--- src/rtl/pcie_reconfig_mgmt_pkg.sv ---
`default_nettype none
// ============================================================================
// Module      : pcie_reconfig_mgmt_pkg
// Description : Shared definitions for the PCIe transceiver reconfiguration
//               management master: command op encodings, FSM state encoding
//               and the poll-counter width.
// Revision    : 1.0 - initial release
// ============================================================================
package pcie_reconfig_mgmt_pkg;

    // Command operation encodings (cmd_op)
    localparam logic [1:0] OP_READ  = 2'b00;
    localparam logic [1:0] OP_WRITE = 2'b01;
    localparam logic [1:0] OP_POLL  = 2'b10;
    localparam logic [1:0] OP_RSVD  = 2'b11;

    // Poll counter width; POLL_LIMIT must fit, so the counter never wraps.
    localparam int unsigned POLL_CNT_W = 8;

    // Master FSM state encoding
    typedef enum logic [2:0] {
        ST_IDLE      = 3'd0,
        ST_WAIT_BUSY = 3'd1,
        ST_ACCESS    = 3'd2,
        ST_CHECK     = 3'd3,
        ST_RESP      = 3'd4
    } state_t;

endpackage : pcie_reconfig_mgmt_pkg
`default_nettype wire

--- src/rtl/pcie_reconfig_mgmt_master.sv ---
`default_nettype none
// ============================================================================
// Module      : pcie_reconfig_mgmt_master
// Description : Single-command Avalon-MM master for the transceiver
//               reconfiguration controller. Accepts read, write and poll
//               commands, waits for the controller to be idle, performs the
//               bus access and returns a one-cycle response. Poll repeats a
//               read until (readdata & mask) == (data & mask) or POLL_LIMIT
//               completed reads have been made (timeout -> rsp_error).
//
// Ports       : reconfig_xcvr_clk        - clock
//               mgmt_rst_reset           - synchronous active-high reset
//               cmd_valid/cmd_ready      - command handshake
//               cmd_op/addr/data/mask    - command fields
//               rsp_valid/data/error     - one-cycle completion
//               reconfig_busy            - controller busy, blocks access
//               reconfig_mgmt_*          - Avalon-MM master interface
//
// Revision    : 1.0 - initial release
// ============================================================================
module pcie_reconfig_mgmt_master
    import pcie_reconfig_mgmt_pkg::*;
#(
    parameter int unsigned ADDR_W     = 7,
    parameter int unsigned DATA_W     = 32,
    parameter int unsigned POLL_LIMIT = 255
) (
    input  logic              reconfig_xcvr_clk,
    input  logic              mgmt_rst_reset,
    // command channel
    input  logic              cmd_valid,
    output logic              cmd_ready,
    input  logic [1:0]        cmd_op,
    input  logic [ADDR_W-1:0] cmd_addr,
    input  logic [DATA_W-1:0] cmd_data,
    input  logic [DATA_W-1:0] cmd_mask,
    // response channel
    output logic              rsp_valid,
    output logic [DATA_W-1:0] rsp_data,
    output logic              rsp_error,
    // reconfiguration controller
    input  logic              reconfig_busy,
    output logic [ADDR_W-1:0] reconfig_mgmt_address,
    output logic              reconfig_mgmt_read,
    output logic              reconfig_mgmt_write,
    output logic [DATA_W-1:0] reconfig_mgmt_writedata,
    input  logic [DATA_W-1:0] reconfig_mgmt_readdata,
    input  logic              reconfig_mgmt_waitrequest
);

    localparam logic [POLL_CNT_W-1:0] c_poll_limit = POLL_CNT_W'(POLL_LIMIT);

    // ------------------------------------------------------------------------
    // Registered state
    // ------------------------------------------------------------------------
    state_t                r_state;
    logic [1:0]            r_op;
    logic [ADDR_W-1:0]     r_addr;
    logic [DATA_W-1:0]     r_data;
    logic [DATA_W-1:0]     r_mask;
    logic [DATA_W-1:0]     r_rdata;
    logic [POLL_CNT_W-1:0] r_poll_cnt;

    // ------------------------------------------------------------------------
    // Next-state / next-output signals
    // ------------------------------------------------------------------------
    state_t                w_state_nxt;
    logic                  w_capture;
    logic                  w_rsp_error_nxt;
    logic [DATA_W-1:0]     w_rsp_data_nxt;
    logic                  w_access_nxt;
    logic                  w_xfer_done;
    logic                  w_poll_match;
    logic [POLL_CNT_W-1:0] w_poll_cnt_inc;

    assign w_xfer_done    = (r_state == ST_ACCESS) && !reconfig_mgmt_waitrequest;
    assign w_poll_match   = ((r_rdata & r_mask) == (r_data & r_mask));
    assign w_poll_cnt_inc = r_poll_cnt + POLL_CNT_W'(1);
    assign w_access_nxt   = (w_state_nxt == ST_ACCESS);

    // ------------------------------------------------------------------------
    // Next-state and response logic
    // ------------------------------------------------------------------------
    always_comb begin
        w_state_nxt     = r_state;
        w_capture       = 1'b0;
        w_rsp_error_nxt = 1'b0;
        w_rsp_data_nxt  = '0;

        case (r_state)
            ST_IDLE: begin
                if (cmd_valid) begin
                    w_capture = 1'b1;
                    if (cmd_op == OP_RSVD) begin
                        // Reserved op completes with an error and never
                        // touches the bus.
                        w_state_nxt     = ST_RESP;
                        w_rsp_error_nxt = 1'b1;
                    end else begin
                        w_state_nxt = ST_WAIT_BUSY;
                    end
                end
            end

            ST_WAIT_BUSY: begin
                if (!reconfig_busy) begin
                    w_state_nxt = ST_ACCESS;
                end
            end

            ST_ACCESS: begin
                if (w_xfer_done) begin
                    if (r_op == OP_POLL) begin
                        w_state_nxt = ST_CHECK;
                    end else begin
                        w_state_nxt = ST_RESP;
                        // Read data goes straight from the bus into the
                        // response so read latency does not need CHECK.
                        if (r_op == OP_READ) begin
                            w_rsp_data_nxt = reconfig_mgmt_readdata;
                        end
                    end
                end
            end

            ST_CHECK: begin
                if (w_poll_match) begin
                    w_state_nxt    = ST_RESP;
                    w_rsp_data_nxt = r_rdata;
                end else if (w_poll_cnt_inc == c_poll_limit) begin
                    w_state_nxt     = ST_RESP;
                    w_rsp_error_nxt = 1'b1;
                    w_rsp_data_nxt  = r_rdata;
                end else begin
                    w_state_nxt = ST_WAIT_BUSY;
                end
            end

            ST_RESP: begin
                w_state_nxt = ST_IDLE;
            end

            default: begin
                w_state_nxt = ST_IDLE;
            end
        endcase
    end

    // ------------------------------------------------------------------------
    // State, datapath and registered outputs. Outputs are loaded from the
    // next-state decode so they line up with the state they belong to.
    // ------------------------------------------------------------------------
    always_ff @(posedge reconfig_xcvr_clk) begin
        if (mgmt_rst_reset) begin
            r_state                 <= ST_IDLE;
            r_op                    <= OP_READ;
            r_addr                  <= '0;
            r_data                  <= '0;
            r_mask                  <= '0;
            r_rdata                 <= '0;
            r_poll_cnt              <= '0;
            cmd_ready               <= 1'b1;
            rsp_valid               <= 1'b0;
            rsp_data                <= '0;
            rsp_error               <= 1'b0;
            reconfig_mgmt_address   <= '0;
            reconfig_mgmt_read      <= 1'b0;
            reconfig_mgmt_write     <= 1'b0;
            reconfig_mgmt_writedata <= '0;
        end else begin
            r_state <= w_state_nxt;

            if (w_capture) begin
                r_op       <= cmd_op;
                r_addr     <= cmd_addr;
                r_data     <= cmd_data;
                r_mask     <= cmd_mask;
                r_poll_cnt <= '0;
            end else if (r_state == ST_CHECK) begin
                r_poll_cnt <= w_poll_cnt_inc;
            end

            if (w_xfer_done) begin
                r_rdata <= reconfig_mgmt_readdata;
            end

            cmd_ready <= (w_state_nxt == ST_IDLE);
            rsp_valid <= (w_state_nxt == ST_RESP);
            rsp_error <= w_rsp_error_nxt;
            rsp_data  <= w_rsp_data_nxt;

            // Only ACCESS drives a request; staying in ACCESS re-loads the
            // same captured values, which holds them during waitrequest.
            reconfig_mgmt_read  <= w_access_nxt &&
                                   ((r_op == OP_READ) || (r_op == OP_POLL));
            reconfig_mgmt_write <= w_access_nxt && (r_op == OP_WRITE);
            if (w_access_nxt) begin
                reconfig_mgmt_address <= r_addr;
                if (r_op == OP_WRITE) begin
                    reconfig_mgmt_writedata <= r_data;
                end
            end
        end
    end

endmodule : pcie_reconfig_mgmt_master
`default_nettype wire

--- config.mk ---
export PLATFORM = sky130hd
export DESIGN_NAME = pcie_reconfig_mgmt_master
export DESIGN_NICKNAME = d
export VERILOG_FILES = /design/src/rtl/pcie_reconfig_mgmt_pkg.sv /design/src/rtl/pcie_reconfig_mgmt_master.sv
export SDC_FILE = /design/constraint.sdc
export NUM_CORES = 1
export LEC_CHECK = 0
export CORE_MARGIN = 2
export CORE_UTILIZATION = 48
export DETAILED_ROUTE_END_ITERATION = 10
export PLACE_DENSITY = 0.79
export SETUP_SLACK_MARGIN = 0.4
export SKIP_LAST_GASP = 1
export SLEW_MARGIN = 0
export SYNTH_ARGS = -nofsm -noshare
export SYNTH_HDL_FRONTEND = slang
export SYNTH_SLANG_ARGS = --single-unit
--- constraint.sdc ---
create_clock -name reconfig_xcvr_clk -period 6.5 [get_ports reconfig_xcvr_clk]
set_input_delay 1.625 -clock reconfig_xcvr_clk [delete_from_list [all_inputs] [get_ports reconfig_xcvr_clk]]
set_output_delay 1.625 -clock reconfig_xcvr_clk [all_outputs]
set_load 0.005 [all_outputs]
; Word level (Yosys, flattened, before mapping)
; Index checks and enable logic that the tools add are counted.
[classes]
addsub = 1
n_eq_ne = 10
n_mux = 21
n_bitwise = 2
n_reduce_logical = 10
[op_table]
columns = operator, count
row1 = $mux W32, 5
row2 = $and A32 B32 Y32, 2
row3 = $pmux W32 S2, 1
row4 = $eq A32 B32 Y1, 1
row5 = $mux W3, 7
row6 = $pmux W3 S4, 1
row7 = $eq A3 B2 Y1 const B, 3
row8 = $add A8 B1 Y8 const B, 1
row9 = $eq A8 B8 Y1 const B, 1
row10 = $logic_not A3 Y1, 2
row11 = $mux W1, 6
row12 = $eq A2 B2 Y1 const B, 2
row13 = $eq A3 B1 Y1 const B, 1
row14 = $eq A3 B3 Y1 const B, 1
row15 = $logic_and A1 B1 Y1, 3
row16 = $eq A2 B1 Y1 const B, 1
row17 = $logic_not A2 Y1, 1
row18 = $pmux W1 S2, 1
row19 = $reduce_and A2 Y1, 1
row20 = $reduce_or A2 Y1, 1
row21 = $logic_not A1 Y1, 1
row22 = $logic_or A1 B1 Y1, 1
[word_totals]
ff_bits = 192
out_inout_bits = 76

; Depth between registers and ports, before layout
[logic_depth]
depth_word = 7
depth_mapped = 9

; Least setup slack after synthesis
; OpenSTA, ideal clock, no wires.
[synth_path]
path_type = input to register
from = input reconfig_mgmt_waitrequest
to = register reconfig_mgmt_address[0]
setup_time_ns = 0.128
arrival_ns = 3.060
t_required_ns = 6.372
path_slack_ns = 3.313
cell_stages = 8
n_path_buf = 2
path_cell_list = or4b_2 -> clkbuf_1 -> nor2_1 -> a311oi_1 -> nor2b_1 -> buf_2 -> mux2i_1 -> nor2_1
[synth_via]
elab_chain_cells = 5
[synth_lines]
columns = item, line_no
row1 = "start, declared", pcie_reconfig_mgmt_master.sv:48  ; input logic reconfig_mgmt_waitrequest
row2 = $logic_not A1 Y1, pcie_reconfig_mgmt_master.sv:76  ; assign w_xfer_done = (r_state == ST_ACCESS) && !reconfig_mgmt_waitrequest;
row3 = $logic_and A1 B1 Y1, pcie_reconfig_mgmt_master.sv:76
row4 = $mux W3, pcie_reconfig_mgmt_master.sv:112  ; if (w_xfer_done) begin
row5 = $pmux W3 S4, pcie_reconfig_mgmt_master.sv:90  ; case (r_state)
row6 = $eq A3 B2 Y1, pcie_reconfig_mgmt_master.sv:79  ; assign w_access_nxt = (w_state_nxt == ST_ACCESS);
row7 = "end signal, assigned", pcie_reconfig_mgmt_master.sv:198  ; reconfig_mgmt_address <= r_addr;
row8 = "end, declared", pcie_reconfig_mgmt_master.sv:43  ; output logic [ADDR_W-1:0] reconfig_mgmt_address,
; Every way passes these cells.
; A chain may end at the register's enable or synchronous reset.

; Worst setup path after layout
[layout_path]
from = input cmd_valid
to = register reconfig_mgmt_address[0]
[layout_via]
elab_chain_cells = 3
[layout_lines]
columns = item, line_no
row1 = "start, declared", pcie_reconfig_mgmt_master.sv:31  ; input logic cmd_valid,
row2 = $mux W3, pcie_reconfig_mgmt_master.sv:92  ; if (cmd_valid) begin
row3 = $pmux W3 S4, pcie_reconfig_mgmt_master.sv:90
row4 = $eq A3 B2 Y1, pcie_reconfig_mgmt_master.sv:79
; Every way passes these cells.

==> results.json <==
{
  "ioPinCount": 186,
  "num_vias": 6095,
  "dr.pass1.iters": 5,
  "crit_end": "reconfig_mgmt_address[0]$_SDFFE_PP0N_",
  "drv_slew": 0,
  "rows": 44,
  "cts_made_buffers": 17,
  "track_usage_pct": 23.6,
  "postSynthCellCount": 806,
  "core_area_um2": 14600,
  "dr_wl_met2_mm": 9.21,
  "clk_pin_slew_ns": 0.06,
  "finalCritPeriodShare_pct": 61.7,
  "ff_latch_area_um2": 3840,
  "worst-r2r-setup-slack_ns": 3.57,
  "tns_ns": 0,
  "ir_drop_uv": 217,
  "rsz0062_at_grt": "false",
  "clock_sinks": 192,
  "ys_seq_area_share_pct": 53.2,
  "synth.distinct_cells": 42,
  "insertedDiodeCount": 0,
  "routed_wirelength_mm": 19.2,
  "total_power_mw": 2.57,
  "ys.flop_type": "dfxtp_1",
  "worstPathRequired_ns": 6.79,
  "synth_edf_count": 0,
  "synth_top_area_share_pct": 53.2,
  "die_x_um": 127,
  "drt_iter0_drc": 497,
  "clock_skew_ns": 0.0116,
  "critical_path_class": "input pin to flip-flop",
  "wl_met1_mm": 8.59,
  "cts.path.max_buffers": 2,
  "drv_cap": 0,
  "slew_headroom_pct": 43.3,
  "vias_per_cell": 5.27,
  "holdWs_ns": 0.455,
  "r2r_cells": 6,
  "avgSynthCellArea_um2": 8.97,
  "clock_latency_ns": 0.43,
  "start_util_pct": 49.4,
  "final_nets": 1072,
  "outcome": "completed",
  "p_per_area_nw_per_um2": 264,
  "r2r-end": "reconfig_mgmt_address[0]$_SDFFE_PP0N_",
  "filler_cell_count": 1171,
  "overflow": 0,
  "setup_violations": 0,
  "drive_gt1_share_pct": 7.30,
  "power.leakage_nw": 3.60,
  "worstSetupStartpointType": "input pin",
  "min_delay_path_depth": 2,
  "htreeDepth": 4,
  "fin_crit_ns": 4.01,
  "finalHoldViolCount": 0,
  "netlist_area_um2": 7230,
  "syn-num-nets": 918,
  "worst_pin_slew_ns": 0.851,
  "post-synth-top-count-cell": "nand2_1",
  "cts-root-buf": "clkbuf_16",
  "max_freq_mhz": 249,
  "crit_fanout": 75,
  "synth_area_leader_cell": "dfxtp_1",
  "cp.arrival_ns": 4.30,
  "synth_area_leaders": "dfxtp_1 53%, nand2_1 11%, a21oi_1 7.6%, mux2i_1 5.5%, xor2_1 4.1%",
  "postCtsHoldBufs": 0,
  "synth_commonest_cells": "218 x nand2_1, 192 x dfxtp_1, 110 x a21oi_1",
  "cts_resized": 0,
  "hold_path_class": "flip-flop to flip-flop",
  "pre_cts_ws_ns": 2.01,
  "dieArea_um2": 16100,
  "met3WireLength_um": 959,
  "multiInputGateArea_um2": 3130,
  "yosys_warnings": 0,
  "grt_antenna_before_repair": 0,
  "post_drt_wl_per_cell_um": 16.6,
  "cts_tree": "yes",
  "top_layer": "met4",
  "cts_setup_buffers": 0,
  "drc": 0,
  "gp_congestion": 0.814,
  "fin_ws_ns": 2.49,
  "syn_to_final_growth_pct": 34.4,
  "port_buffers": 185,
  "startpoint": "cmd_valid",
  "grt_pass1_wl_mm": 29.5,
  "die_height_um": 127,
  "antenna_left": 0,
  "hpwl_mm": 13.1,
  "grt_pass1_vias": 5735,
  "async_flop_share_pct": 0,
  "r2r-start": "r_state[0]$_SDFF_PP0_",
  "cp-end-kind": "flip-flop",
  "ys_ff_latch": 192,
  "grt_max_degree": 80
}
-- layout by cell type (no fill, tap or decap), types with 2 or more instances in the layout --
cell,Yosys,routed
clkbuf_16,0,17
nand2b_1,5,5
a22o_2,27,27
inv_6,0,2
ha_1,2,2
clkinv_4,0,4
nand3_1,4,4
inv_1,2,2
buf_4,0,7
nand2_1,218,218
xnor2_1,5,5
nor3_1,2,2
a31oi_1,2,2
clkdlybuf4s50_1,0,184
clkinvlp_4,0,2
a22o_1,5,5
nor2b_1,2,2
a21oi_1,110,110
a22oi_1,16,16
nor3b_1,4,3
dfxtp_1,192,192
nand4_1,6,6
clkbuf_1,45,2
bufinv_16,0,3
mux2i_1,40,40
xor2_1,34,34
nor2_1,53,53
o21a_1,2,2
-- critical path, stage by stage --
cell and delay [ns]:
clkdlybuf4s50_1 0.41, or4b_4 0.74, a21oi_1 0.08, a311oi_1 0.39, nor2b_1 0.71, mux2i_1 0.27, nor2_1 0.05
-- cells by family after synthesis --
| family | count (synthesis) | share of synthesized area, % |
|---|---|---|
| compound gates | 169 | 14.9 |
| simple gates | 306 | 17.6 |
| xor+xnor | 39 | 4.73 |
| mux | 40 | 5.54 |
| buf+inv | 58 | 3.67 |
| flops | 192 | 53.2 |
| fa+ha+maj | 2 | 0.346 |
-- state kept, by name, indices dropped and copies added, names as in the netlist --
register / flops
rsp_data: 32
r_mask: 32
r_poll_cnt: 8
cmd_ready: 1
reconfig_mgmt_read: 1
r_rdata: 32
r_data: 32
reconfig_mgmt_write: 1
r_state: 3
r_op: 2
rsp_valid: 1
r_addr: 7
reconfig_mgmt_address: 7
rsp_error: 1
reconfig_mgmt_writedata: 32
-- how the worst min path moves through the flow --
stage / start / end / slack [ns]
2_1_floorplan: r_addr[0]$_SDFFE_PP0P_ / r_addr[0]$_SDFFE_PP0P_ / 0.44
3_3_place_gp: r_mask[28]$_SDFFE_PP0P_ / r_mask[28]$_SDFFE_PP0P_ / 0.44
3_5_place_dp: r_mask[8]$_SDFFE_PP0P_ / r_mask[8]$_SDFFE_PP0P_ / 0.45
4_1_cts: r_mask[8]$_SDFFE_PP0P_ / r_mask[8]$_SDFFE_PP0P_ / 0.46
5_1_grt: r_mask[16]$_SDFFE_PP0P_ / r_mask[16]$_SDFFE_PP0P_ / 0.47
6_report: r_mask[18]$_SDFFE_PP0P_ / r_mask[18]$_SDFFE_PP0P_ / 0.45
-- area by class of cell --
type | count | area share, %
multi-input cells | 556 | 32.3
clock buffers | 20 | 4.60
flip-flops and latches | 192 | 39.6
repair buffers | 191 | 19.5
well taps | 184 | 2.37
clock inverters | 11 | 1.62
inverters | 2 | 0.0773
-- metrics by stage --
| stage | cell area, um2 | instances | utilization, % |
|---|---|---|---|
| finish | 9710 | 1156 | 66.3 |
| global placement | 9110 | 1125 | 62.2 |
| detailed placement | 9110 | 1125 | 62.2 |
| global route | 9710 | 1156 | 66.3 |
| floorplan | 7230 | 806 | - |
| CTS | 9710 | 1156 | 66.3 |
-- report_power, final --
group	total [mW]	switching [mW]	internal, mW
Clock	1.06	0.446	0.618
Combinational	0.246	0.129	0.117
Sequential	1.26	0.0368	1.22
Total	2.57	0.612	1.96
-- per-layer routing --
| layer | vias to the layer above | track usage [%] |
|---|---|---|
| met4 | 0 | 8.14 |
| li1 | 3023 | - |
| met3 | 29 | 5.06 |
| met2 | 188 | 39.3 |
| met1 | 2855 | 30.6 |
| met5 | - | 0 |
(Power assumes the default switching activity.)
